--- src/rtl/up_dn_counter_param.sv ---
// Parametrised up/down counter with saturate, wrap and ping-pong modes.
// Counter, Dir and Wrap are registered; High/Low are decoded from Counter.
// All bound tests are done in WIDTH+1 bits so MAX_VAL+STEP never overflows.
module up_dn_counter_param #(
    parameter int unsigned WIDTH   = 5,
    parameter int unsigned MIN_VAL = 0,
    parameter int unsigned MAX_VAL = 31,
    parameter int unsigned STEP    = 1
) (
    input  logic             CLK,
    input  logic             RST,
    input  logic             En,
    input  logic             Load,
    input  logic [WIDTH-1:0] IN,
    input  logic             Up,
    input  logic             Down,
    input  logic [1:0]       Mode,
    output logic [WIDTH-1:0] Counter,
    output logic             High,
    output logic             Low,
    output logic             Dir,
    output logic             Wrap
);

    localparam int unsigned XW = WIDTH + 1;

    localparam logic [XW-1:0] MIN_X  = XW'(MIN_VAL);
    localparam logic [XW-1:0] MAX_X  = XW'(MAX_VAL);
    localparam logic [XW-1:0] STEP_X = XW'(STEP);

    // Above UP_LIM a further +STEP would pass MAX_VAL; below DN_LIM a -STEP
    // would pass MIN_VAL. Both fit in XW bits given STEP <= MAX_VAL-MIN_VAL.
    localparam logic [XW-1:0] UP_LIM = MAX_X - STEP_X;
    localparam logic [XW-1:0] DN_LIM = MIN_X + STEP_X;

    localparam logic [WIDTH-1:0] MIN_W = WIDTH'(MIN_VAL);
    localparam logic [WIDTH-1:0] MAX_W = WIDTH'(MAX_VAL);

    localparam logic [1:0] MODE_WRAP = 2'b01;
    localparam logic [1:0] MODE_PP   = 2'b10;

    logic [WIDTH-1:0] r_cnt;
    logic             r_dir;
    logic             r_wrap;

    logic [XW-1:0]    w_cnt_x;
    logic             w_at_top;
    logic             w_at_bot;
    logic [WIDTH-1:0] w_cnt_nxt;
    logic             w_dir_nxt;
    logic             w_wrap_nxt;

    // Clamp a load value into [MIN_VAL, MAX_VAL].
    function automatic logic [WIDTH-1:0] clamp_in(input logic [WIDTH-1:0] v);
        logic [XW-1:0] x;
        x = {1'b0, v};
        if (x < MIN_X) begin
            return MIN_W;
        end else if (x > MAX_X) begin
            return MAX_W;
        end
        return v;
    endfunction

    // Plain +STEP / -STEP; callers guarantee the result stays in range.
    function automatic logic [WIDTH-1:0] step_up(input logic [XW-1:0] c);
        return WIDTH'(c + STEP_X);
    endfunction

    function automatic logic [WIDTH-1:0] step_dn(input logic [XW-1:0] c);
        return WIDTH'(c - STEP_X);
    endfunction

    // Saturating steps: pin to the bound instead of overshooting it.
    function automatic logic [WIDTH-1:0] sat_up(input logic [XW-1:0] c);
        return (c > UP_LIM) ? MAX_W : step_up(c);
    endfunction

    function automatic logic [WIDTH-1:0] sat_dn(input logic [XW-1:0] c);
        return (c < DN_LIM) ? MIN_W : step_dn(c);
    endfunction

    assign w_cnt_x  = {1'b0, r_cnt};
    assign w_at_top = (w_cnt_x > UP_LIM);
    assign w_at_bot = (w_cnt_x < DN_LIM);

    // Next-state selection: Load beats stepping; Wrap defaults low every cycle.
    always_comb begin
        w_cnt_nxt  = r_cnt;
        w_dir_nxt  = r_dir;
        w_wrap_nxt = 1'b0;
        if (Load) begin
            w_cnt_nxt = clamp_in(IN);
            w_dir_nxt = 1'b1;
        end else if (En) begin
            case (Mode)
                MODE_WRAP: begin
                    if (Down) begin
                        if (w_at_bot) begin
                            w_cnt_nxt  = MAX_W;
                            w_wrap_nxt = 1'b1;
                        end else begin
                            w_cnt_nxt = step_dn(w_cnt_x);
                        end
                    end else if (Up) begin
                        if (w_at_top) begin
                            w_cnt_nxt  = MIN_W;
                            w_wrap_nxt = 1'b1;
                        end else begin
                            w_cnt_nxt = step_up(w_cnt_x);
                        end
                    end
                end
                MODE_PP: begin
                    if (r_dir) begin
                        if (w_at_top) begin
                            w_cnt_nxt  = MAX_W;
                            w_dir_nxt  = 1'b0;
                            w_wrap_nxt = 1'b1;
                        end else begin
                            w_cnt_nxt = step_up(w_cnt_x);
                        end
                    end else begin
                        if (w_at_bot) begin
                            w_cnt_nxt  = MIN_W;
                            w_dir_nxt  = 1'b1;
                            w_wrap_nxt = 1'b1;
                        end else begin
                            w_cnt_nxt = step_dn(w_cnt_x);
                        end
                    end
                end
                default: begin
                    // Saturate (modes 00 and 11); Down has priority over Up.
                    if (Down) begin
                        w_cnt_nxt = sat_dn(w_cnt_x);
                    end else if (Up) begin
                        w_cnt_nxt = sat_up(w_cnt_x);
                    end
                end
            endcase
        end
    end

    // State registers with synchronous reset overriding everything else.
    always_ff @(posedge CLK) begin
        if (RST) begin
            r_cnt  <= MIN_W;
            r_dir  <= 1'b1;
            r_wrap <= 1'b0;
        end else begin
            r_cnt  <= w_cnt_nxt;
            r_dir  <= w_dir_nxt;
            r_wrap <= w_wrap_nxt;
        end
    end

    assign Counter = r_cnt;
    assign High    = (r_cnt == MAX_W);
    assign Low     = (r_cnt == MIN_W);
    assign Dir     = r_dir;
    assign Wrap    = r_wrap;

endmodule
--- config.mk ---
export PLATFORM = sky130hd
export DESIGN_NAME = up_dn_counter_param
export DESIGN_NICKNAME = d
export VERILOG_FILES = /design/src/rtl/up_dn_counter_param.sv
export SDC_FILE = /design/constraint.sdc
export NUM_CORES = 1
export LEC_CHECK = 0
export CORE_UTILIZATION = 46
export DETAILED_ROUTE_END_ITERATION = 12
export GPL_TIMING_DRIVEN = 0
export PLACE_DENSITY_LB_ADDON = 0.08
export SLEW_MARGIN = 10
export SYNTH_ARGS = -nofsm -noshare
export SYNTH_HDL_FRONTEND = slang
export SYNTH_SLANG_ARGS = --single-unit
--- constraint.sdc ---
create_clock -name CLK -period 1.7 [get_ports CLK]
set_input_delay 0.34 -clock CLK [delete_from_list [all_inputs] [get_ports CLK]]
set_output_delay 0.34 -clock CLK [all_outputs]
set_load 0.005 [all_outputs]
==> impl_results.md <==
- Period utilization: 110%
- Simple-Gate Fraction of Synth Area: 27.1%
- Clock buffer count from CTS: 3
- Dpl cells: 176
- Register area share after synthesis: 13.7%
- Remaining Overflow, GRT: 0
- Die footprint: 0.00241 mm²
- Fmax: 0.536 GHz
- Syn Area/Cell: 7.86 µm²
- Post-Syn Area: 0.00102 mm²
- Most instantiated library cell after synthesis: nor2_1
- TritonRoute pass-1 iters: 4
- CTS clk-pin slew, worst paths: 60 ps
- Adder-Cell Fraction of Synth Area: 7.34%
- CP Capture Type: flop
- Hold path depth: 2
- Pleak: 0.680 nW
- Routability cong.: 0.941
- Ys async rst share: 0%
- Layout cells sized above 1: 41.0%
- Port Buffers: 19
- Sw Pwr: 0.350 mW
- Largest net degree at the start of global routing: 11
- Hold Path Class: input pin to flop
- Seq pwr share: 22.1%
- Critical path class: flop to flop
- Multi-input logic area: 936 µm²
- Cell internal pwr: 0.543 mW
- EDFF count, synth: 0
- Gr usage total: 31.7%
- Clock Path Buffers: 2
- XOR/XNOR Fraction of Synth Area: 0.857%
- Post-Synthesis Cells: 130
- Most used DFF post-synth: dfxtp_1
- Comb pwr share: 58.1%
- Switching share of total power: 39.2%
- Yosys top cell by area: dfxtp_1
- Post-route cell area: 0.00165 mm²
- Core area: 0.00202 mm²
- Clock sink total: 7
- Pwr Density: 540 mW/mm²
- Fin worst setup slack: -167 ps
- Yosys reg bits: 7
- Final Max Tran Viols: 0
- CTS tree: done
- Fin Hold WS: 374 ps
- Placed Area: 0.00133 mm²
- Compound-Gate Fraction of Synth Area: 33.4%
- CP max FO: 3
- First DRT Iteration DRCs: 63
- Final core occ: 81.8%
- ANT cells: 0
- Cell Rows: 16
- Initial antenna violation count: 0
- Worst slack, placed: -968 ps
- Setup TNS: -417 ps
- Yosys cell types: 56
- Syn_nets: 149
- H-tree Lvls: 1
- Pwr Total: 0.893 mW
- Violated checks: negative setup slack
- Top cells by area, synth: dfxtp_1, ha_1, buf_6, mux2i_1, nor2_1
- Layout area overhead: 61.8%
- Final clock skew: 8.59 ps
- Vias: 1,247
- WP data required: 1890 ps
- Crit path arrival time: 2060 ps
- First-pass GRT wire length: 5690 µm
- Fillers: 115
- Vias in the first global route: 1,185
- Top cells by count, synth: nor2_1, inv_1, a21oi_1, dfxtp_1, nand2_1
- Synth Warn #: 0
- Fin cells: 200
- Wire per inst: 18.2 µm
- Min cycle time layout: 1870 ps
- Final setup fails: 6
- Peak supply drop: 0.549 mV
- Rel. slew slack: 58.7%
- Slew @ Worst Pin: 619 ps
- Initial Utilization: 50.6%
- CP Launch Type: flop
- Yosys top cell area share: 13.7%
- CTS root buffer: clkbuf_4
- Reg area: 156 µm²
- Fin. Hold Viols: 0
- # nets final: 193
- HPWL after DPL: 2130 µm
- Clock Power Share: 19.8%
- Max-cap violations: 0
- Antenna-violating nets left: 0
- IO Count: 22
- DRC: 0
- Height of the die: 49.1 µm
- Final WL: 3630 µm
- Largest family of logic cells by synthesized area: compound AO/OA/AOI/OAI gates
- Mux contribution to synthesized area: 5.02%
- Die width: 49.1 µm
- RSZ-0062 raised after global routing: true
- Drt via density: 6.24
- Status: finished with violations
- Worst r2r path cells: 8
- Clk_lat worst skew: 280 ps
[cell usage in the layout, fill, tap and decap left out, types with 5 or more instances in the layout]
master	n
ha_4	5
inv_1	5
buf_6	8
nand2_1	7
nor2_1	8
buf_4	17
clkdlybuf4s50_1	14
nor2b_1	5
a21oi_1	7
[logic make-up (layout without fill, tap and decap cells)]
kind of cell             after synthesis  after routing
adder cells (fa/ha/maj)                6              6
XOR/XNOR                               1              1
multiplexers                           5              5
flip-flops                             7              7
buffers and inverters                 19             62
AO/OA/AOI/OAI                         44             44
AND/OR/NAND/NOR                       48             48
[registers in the layout, summed over array words and instances (netlist names)]
name / count
Counter: 5
Wrap: 1
Dir: 1
[worst max-delay path: stages (launching register included)]
cell and delay (ps):
dfxtp_4 350, buf_4 140, ha_4 160, and3_4 170, ha_1 310, inv_1 60
o311ai_1 280, a22oi_1 130, a211oi_2 180
[routing by layer]
metal / wire, µm / global-route usage [%] / up-vias
li1: - / - / 578
met1: 1420 / 39.3 / 585
met2: 1780 / 52.1 / 70
met3: 321 / 5.61 / 14
met4: 112 / 15.7 / 0
met5: 0 / 0 / -
[worst paths after layout]
check	startpoint	end	slack, ps
worst max-delay path	Counter[0]$_SDFFE_PP0P_	Counter[4]$_SDFFE_PP0P_	-170
worst max register to register	Counter[0]$_SDFFE_PP0P_	Counter[4]$_SDFFE_PP0P_	-170
worst min register to register	Dir$_SDFFE_PP1P_	Dir$_SDFFE_PP1P_	710
worst min-delay path	RST	Counter[4]$_SDFFE_PP0P_	370
[power groups by stage]
stage	logic [mW]	clock network [mW]	registers, mW
2_1_floorplan	0.273	0	0.199
3_3_place_gp	0.377	0	0.200
3_5_place_dp	0.384	0	0.201
4_1_cts	0.479	0.174	0.196
5_1_grt	0.553	0.197	0.199
6_report	0.519	0.177	0.197
[repair_timing]
| action | CTS | global route |
|---|---|---|
| hold buffers | 0 | 0 |
| buffers inserted | 17 | 3 |
| resized for setup | 34 | 10 |
| pin swaps | 16 | 6 |
| endpoints found under the setup margin | 10 | 11 |
[layout make-up]
class / count / area share (%)
tap: 27 / 2.04
sequential: 7 / 9.46
multi-input combinational: 104 / 56.6
inverter: 8 / 2.27
clock buffer: 4 / 1.59
timing repair buffer: 39 / 21.2
buffer: 11 / 6.88
Power figures use the tool's default switching activity.
